### src/rtl/switch_allocator_onehot.sv
// switch_allocator_onehot: per-output round-robin switch allocator with wormhole packet locking.
// Optional macro SWITCH_ALLOC_CONFLICT_CNT_EN adds saturating per-output conflict counters.
module switch_allocator_onehot #(
    parameter int N = 5,
    parameter int M = 5
) (
    input  logic                clk,
    input  logic                reset_n,
    input  logic [0:N-1][0:M-1] i_req,
    input  logic [0:N-1]        i_tail,
    input  logic [0:M-1]        i_en,
    output logic [0:M-1][0:N-1] o_sel,
    output logic [0:N-1]        o_grant
`ifdef SWITCH_ALLOC_CONFLICT_CNT_EN
    ,
    output logic [0:M-1][15:0]  o_conflict_cnt
`endif
);
    localparam int W = (N > 1) ? $clog2(N) : 1;

    typedef enum logic {FREE, LOCKED} state_t;

    state_t              state_q [M];
    state_t              state_d [M];
    logic [W-1:0]        ptr_q   [M];
    logic [W-1:0]        ptr_d   [M];
    logic [W-1:0]        owner_q [M];
    logic [W-1:0]        owner_d [M];
    logic [0:M-1][0:N-1] cand;
    logic [0:M-1][0:N-1] sel;

    // Transpose requests into per-output candidate rows; multi-hot rows count as idle
    always_comb begin
        cand = '0;
        for (int j = 0; j < N; j++)
            for (int i = 0; i < M; i++)
                cand[i][j] = i_req[j][i] & $onehot(i_req[j]);
    end

    // Per-output arbitration: the owner alone while locked, else first candidate from ptr onward
    always_comb begin
        int   g;
        logic hit;
        sel = '0;
        for (int i = 0; i < M; i++) begin
            state_d[i] = state_q[i];
            ptr_d[i]   = ptr_q[i];
            owner_d[i] = owner_q[i];
            g          = int'(owner_q[i]);
            hit        = (state_q[i] == LOCKED) && cand[i][g];
            if (state_q[i] == FREE)
                for (int k = N - 1; k >= 0; k--)
                    if (cand[i][(int'(ptr_q[i]) + k) % N]) begin
                        hit = 1'b1;
                        g   = (int'(ptr_q[i]) + k) % N;
                    end
            if (hit && i_en[i]) begin
                sel[i][g]  = 1'b1;
                state_d[i] = i_tail[g] ? FREE : LOCKED;
                ptr_d[i]   = i_tail[g] ? ((g == N - 1) ? '0 : W'(g + 1)) : ptr_q[i];
                owner_d[i] = i_tail[g] ? owner_q[i] : W'(g);
            end
        end
    end

    // Selects feed the crossbar directly, so they are forced quiet while reset is asserted
    always_comb begin
        o_sel   = reset_n ? sel : '0;
        o_grant = '0;
        for (int i = 0; i < M; i++)
            o_grant = o_grant | o_sel[i];
    end

    // Per-output FSM state, round-robin pointer and packet owner
    always_ff @(posedge clk or negedge reset_n) begin
        if (!reset_n) begin
            for (int i = 0; i < M; i++) begin
                state_q[i] <= FREE;
                ptr_q[i]   <= '0;
                owner_q[i] <= '0;
            end
        end else begin
            state_q <= state_d;
            ptr_q   <= ptr_d;
            owner_q <= owner_d;
        end
    end

`ifdef SWITCH_ALLOC_CONFLICT_CNT_EN
    logic [0:M-1][15:0] cnt_q;
    logic [0:M-1][15:0] cnt_d;

    // Count enabled cycles that leave at least one valid requester (lock-blocked included) waiting
    always_comb begin
        cnt_d = cnt_q;
        for (int i = 0; i < M; i++)
            if (i_en[i] && |(cand[i] & ~sel[i]) && cnt_q[i] != 16'hFFFF)
                cnt_d[i] = cnt_q[i] + 16'd1;
    end

    // Conflict counter registers
    always_ff @(posedge clk or negedge reset_n) begin
        if (!reset_n)
            cnt_q <= '0;
        else
            cnt_q <= cnt_d;
    end

    assign o_conflict_cnt = cnt_q;
`endif

    // Flag multi-hot request rows, which arbitration silently drops
    for (genvar j = 0; j < N; j++) begin : g_chk
        assert property (@(posedge clk) disable iff (!reset_n) $onehot0(i_req[j]))
            else $warning("input %0d drove a multi-hot request, ignored", j);
    end

endmodule

### config.mk
export PLATFORM = sky130hd
export DESIGN_NAME = switch_allocator_onehot
export DESIGN_NICKNAME = d
export VERILOG_FILES = /design/src/rtl/switch_allocator_onehot.sv
export SDC_FILE = /design/constraint.sdc
export NUM_CORES = 1
export LEC_CHECK = 0
export CAP_MARGIN = 20
export CORE_MARGIN = 2
export CORE_UTILIZATION = 43
export DETAILED_ROUTE_END_ITERATION = 8
export PLACE_DENSITY = 0.61
export SLEW_MARGIN = 20
export SYNTH_ARGS = -nofsm -noshare
export SYNTH_HDL_FRONTEND = slang
export SYNTH_SLANG_ARGS = --single-unit
export TNS_END_PERCENT = 1
### constraint.sdc
create_clock -name clk -period 10.4 [get_ports clk]
set_input_delay 2.08 -clock clk [delete_from_list [all_inputs] [get_ports clk]]
set_output_delay 2.08 -clock clk [all_outputs]
set_load 0.05 [all_outputs]
==> results of run 1 <==
-- metal layers --
layer	global-route usage	share of wire
met4	0.07710	0.021
met5	0	0
met2	0.4304	0.45
met3	0.03931	0.065
met1	0.3790	0.47
-- per-stage QoR --
step	hold slack, ns	cells	util
final	0.5866	2351	0.4800
after global routing	0.6274	2351	0.4800
after CTS	0.5815	2348	0.4797
after detailed placement	0.5708	2340	0.4751
after global placement	0.5659	2340	0.4751
after floorplan	0.5044	1914	-
-- cell usage after synthesis (9+ instances only) --
cell type,n
mux2_2,18
mux2i_1,65
nand2_1,176
o22ai_1,11
a21boi_0,14
mux4_2,12
a211o_1,12
a211oi_1,26
o21a_1,23
o21ai_1,10
o211ai_1,32
or3_1,20
buf_2,12
and2_1,37
xor2_1,9
o31a_1,9
ha_1,152
clkbuf_1,61
a31oi_1,21
dfrtp_1,35
o221ai_1,9
nor2_1,133
a21oi_1,128
fa_1,12
nor4_1,15
o21ai_0,121
a22o_1,9
nor3_1,55
or4_1,12
a21o_1,21
and3_1,21
nor2b_1,30
or2_2,16
inv_1,143
nand3_1,53
nor4b_1,27
nand4_1,17
xnor2_1,43
o31ai_1,15
nand2b_1,26
a22oi_1,18
-- worst max-delay path by stage --
| stage | from | to | slack [ns] | cells past startpoint |
|---|---|---|---|---|
| after floorplan | i_req[0] | o_grant[1] | 0.34 | 17 |
| after global placement | i_req[15] | o_sel[8] | 0.67 | 16 |
| after detailed placement | i_req[15] | o_sel[8] | 0.57 | 16 |
| after CTS | i_req[15] | o_sel[8] | 0.56 | 16 |
| after global routing | i_req[15] | o_sel[8] | 0.22 | 16 |
| final | i_req[15] | o_sel[8] | 0.55 | 16 |
-- sequential cells by signal, summed over array words and instances (netlist names) --
register  flops
ptr_q        15
owner_q      15
state_q       5
-- cell families (layout without fill, tap and decap cells) --
logic type,Yosys count,count (layout),share of synthesized area
simple gates,694,694,0.2662
xor+xnor,55,55,0.03676
compound gates,634,634,0.3251
other cells,0,3,0
mux,99,99,0.08573
fa+ha+maj,164,164,0.1561
flops,35,35,0.06385
buf+inv,233,265,0.06622
-- critical path: stages --
cell and delay (ns):
clkdlybuf4s50_1 0.44, fa_1 0.54, inv_1 0.05, fa_1 0.35
inv_1 0.06, ha_1 0.28, or4b_1 0.83, a21oi_1 0.22
a311oi_1 0.08, o32ai_1 0.42, a21oi_1 0.22, nor2b_1 0.18
a41o_1 0.33, a311oi_1 0.53, and3_1 0.32, clkdlybuf4s50_1 0.83
-- area by class of cell --
cell class	count	area [um^2]	share of cell area
diodes	3	7.507	0.0004969
clock buffers	5	125.1	0.008282
clock inverters	3	20.02	0.001325
inverters	154	578.1	0.03826
multi-input cells	1646	11930	0.7900
flip-flops and latches	35	875.8	0.05798
well taps	402	503.0	0.03329
repair buffers	103	1064	0.07040
==> flow_summary.json, run 1 <==
{
  "wl_per_cell_um": 19.58,
  "synthCells": 1914,
  "cts_tree": "built",
  "synth_top_area_frac": 0.1386,
  "cp_data_required_time_ns": 8.32,
  "cp.arrival_ns": 7.77,
  "cts_sinks": 35,
  "crit_type": "in -> out",
  "rsz0062_at_grt": "no",
  "ys_top_cells_by_area": "ha_1 (14%), dfrtp_1 (6.4%), nand2_1 (4.8%)",
  "drive_above_1_share": 0.08839,
  "slew_viol_final": 0,
  "synth_nets": 2115,
  "setup_slack_ns": 0.5550,
  "core-area_um2": 31470,
  "clock_skew_ns": 0.007892,
  "ys_seq_elements": 35,
  "port_buffers": 66,
  "hold_end": "owner_q[1]",
  "synth_cell_types": 102,
  "min_path_type": "reg -> reg",
  "die_area_um2": 33350,
  "reg2reg_to": "owner_q[2]",
  "dpl-instance-area_um2": 14950,
  "postLayoutCellArea_um2": 15110,
  "rr_startpoint": "ptr_q[1]",
  "drt_iter0_markers": 1259,
  "slew_headroom": 0.3676,
  "status": "completed",
  "finalCritPeriodShare": 0.9466,
  "setup_viol": 0,
  "nets": 2146,
  "place.gp.congestion": 1.010,
  "track_usage": 0.2705,
  "reg2reg_slack_ns": 3.71,
  "cp-end-kind": "primary output",
  "cts_buffers": 5,
  "antenna_left": 0,
  "seq_area_frac_synth": 0.06385,
  "place_ws_ns": 0.5707,
  "r2r_cells": 19,
  "hold_viol_final": 0,
  "cts_resized": 0,
  "synth_ff_type": "dfrtp_1",
  "ys_warn_count": 0,
  "grt_pass1_vias": 13770,
  "fmax_ghz": 0.1016,
  "clk_pin_slew_ns": 0.06,
  "num_rows": 65,
  "syn_to_final_growth_pct": 10.12,
  "overflow": 0,
  "drc": 0,
  "critPathMaxFanout": 9,
  "dpl.hpwl_um": 36560,
  "avgSynthCellArea_um2": 7.167,
  "drv_cap": 0,
  "cp-start-kind": "input port",
  "vias": 14970,
  "yosysTopAreaCell": "ha_1",
  "htreeDepth": 2,
  "synthArstFlopShare": 1.000,
  "dieHeight_um": 182.6,
  "synth-edff-count": 0,
  "cts_root_buf": "clkbuf_16",
  "layout_commonest_cell": "nand2_1",
  "postCtsSetupRepairBufs": 0,
  "hp-start": "owner_q[1]",
  "start_util": 0.4359,
  "ioPinCount": 67,
  "clk-insertion-delay-late_ns": 0.29,
  "final_cell_mix": "nand2_1 (176), ha_1 (152), inv_1 (143), nor2_1 (133), a21oi_1 (128)",
  "antenna_found_initial": 3,
  "min_period_ns": 9.845,
  "firstDrtPassIters": 6,
  "nFillCells": 3163,
  "grt_max_degree": 42,
  "worst_pin_slew_ns": 0.9354,
  "hold_path_depth": 2,
  "via_per_inst": 6.368,
  "clk_path_buf_depth": 2,
  "finalSetupTns_ns": 0,
  "grt_pass1_wl_um": 74120,
  "syn-cell-area_um2": 13720,
  "wl_um": 46030,
  "cts-hold-fix-buffers": 0,
  "die_w_um": 182.6
}
Power of run 1 is left out: the tool's default activity adds up to more than one toggle a clock period on the data nets, which glitch-free logic cannot reach.
==> run 2, diff against run 1 <==
SLEW_MARGIN = unset   (was 20)
==> results of run 2 <==
Final layout, timing and power as in run 1 (identical DEF).
Power of run 2 is left out for the same reason.
==> RTL change: new RTL, settings of run 1 <==
Change the parameter `M` from 5 to 4.
--- a/src/rtl/switch_allocator_onehot.sv
+++ b/src/rtl/switch_allocator_onehot.sv
@@ -2,7 +2,7 @@
 // Optional macro SWITCH_ALLOC_CONFLICT_CNT_EN adds saturating per-output conflict counters.
 module switch_allocator_onehot #(
     parameter int N = 5,
-    parameter int M = 5
+    parameter int M = 4
 ) (
     input  logic                clk,
     input  logic                reset_n,
Ports: changed (resized i_en, i_req and o_sel); port bits go from 67 to 56. The function was not compared with the original's and may differ.
==> RTL change against run 1 <==
- first-iteration DRC count shrank 32%
- routed wire length shrank 22%
- worst setup slack lost 0.13 ns
- non-clock buffer count shrank 19
- design area shrank 17%
- worst hold slack lost 0.0081 ns
- sequential cell count shrank 7
- via count shrank 20%
- global-route usage shrank 2.6 points
- synthesized area shrank 15%
- critical endpoint is now o_grant[3]
- largest cell class unchanged
Power is not shown: default switching activity piles up to over one toggle a cycle in this logic, so the estimate is an artifact.
==> RTL change: results (changes against run 1) <==
| Metric | Value |
|---|---|
| Status | `completed (unchanged)` |
| First-pass DRT Iterations | `5 (was 6)` |
| Crit Reg-Reg Endpoint | `ptr_q[3] (was owner_q[2])` |
| Post-Layout Cell Count | `1891 (was 2351)` |
| Worst Hold End | `owner_q[2] (was owner_q[1])` |
| Input/output buffers | `55 (was 66)` |
| Critical Path Max Stage Delay | `0.80 ns (was 0.83 ns)` |
| Largest regs | `owner_q x12, ptr_q x12, state_q x4 (was owner_q x15, ptr_q x15, state_q x5)` |
| Worst Min Path Start | `owner_q[2] (was owner_q[1])` |
| Crit. Startpoint | `i_req[12] (was i_req[15])` |
| Worst-skew pair later-pin latency | `0.27 ns (was 0.29 ns)` |
| Synth Area per Inst | `7.637 µm² (was 7.167 µm²)` |
| Reg2reg start | `ptr_q[4] (was ptr_q[1])` |
| Worst Reg2Reg Path Length in Cells | `23 (was 19)` |
| Reg area | `700.7 µm² (was 875.8 µm²)` |
| WHS Path Cells | `1 (was 2)` |
| Syn_nets | `1699 (was 2115)` |
| Critical path's top delay family | `simple AND/OR/NAND/NOR gates (was compound AO/OA/AOI/OAI gates)` |
| Vias | `12.02k (was 14.97k)` |
| Worst Clk Skew | `0.001869 ns (was 0.007892 ns)` |
| # fillers | `2723 (was 3163)` |
| Placed cell area | `12520 µm² (was 14950 µm²)` |
| Overall Global Routing Usage | `24.48% (was 27.05%)` |
| Synth top cells by count | `130 x ha_1, 124 x nand2_1, 119 x nor2_1 (was 176 x nand2_1, 152 x ha_1, 143 x inv_1)` |
| CP max stage cell | `clkdlybuf4s50_1 (was or4b_1)` |
| Crit path arrival time | `7.89 ns (was 7.77 ns)` |
| Largest net degree at the start of global routing | `46 (was 42)` |
| Global-route wire length before repair | `58170 µm (was 74120 µm)` |
| Hold WS | `0.5785 ns (was 0.5866 ns)` |
| Share of cells above drive strength 1 | `11.68% (was 8.839%)` |
| Slew HR | `43.55% (was 36.76%)` |
| FF-to-FF setup slack | `3.75 ns (was 3.71 ns)` |
| Pre-CTS WS | `0.5278 ns (was 0.5707 ns)` |
| CP Capture Point | `o_grant[3] (was o_sel[8])` |
| Routed WL | `35830 µm (was 46030 µm)` |
| Final worst slack | `0.4282 ns (was 0.5550 ns)` |
| H-Tree Depth | `1 (was 2)` |
==> RTL change: layout make-up <==
type                            instances  share of cell area [%]
Clock buffer                            3                  0.5958
Multi-Input combinational cell       1305                   80.45
Inverter                              130                   3.913
Timing Repair Buffer                   84                   6.097
Sequential cell                        28                   5.561
Tap cell                              341                   3.386
==> RTL change: cell families after synthesis <==
group / Yosys count / share of synthesized area [%]
flip-flops: 28 / 5.985
AND/OR/NAND/NOR: 553 / 26.12
adder cells (fa/ha/maj): 135 / 14.75
XOR/XNOR: 31 / 2.896
AO/OA/AOI/OAI: 491 / 32.87
buffers and inverters: 200 / 7.438
multiplexers: 95 / 9.939
==> RTL change: routing by layer <==
metal	part of all wire [%]	routed length [µm]	up-vias	GRT usage, %
met5	0	0	-	0
met4	2.1	752	0	5.946
met3	5.1	1840	46	1.870
met2	45	16060	379	39.59
met1	48	17180	5807	35.34
li1	-	-	5790	-
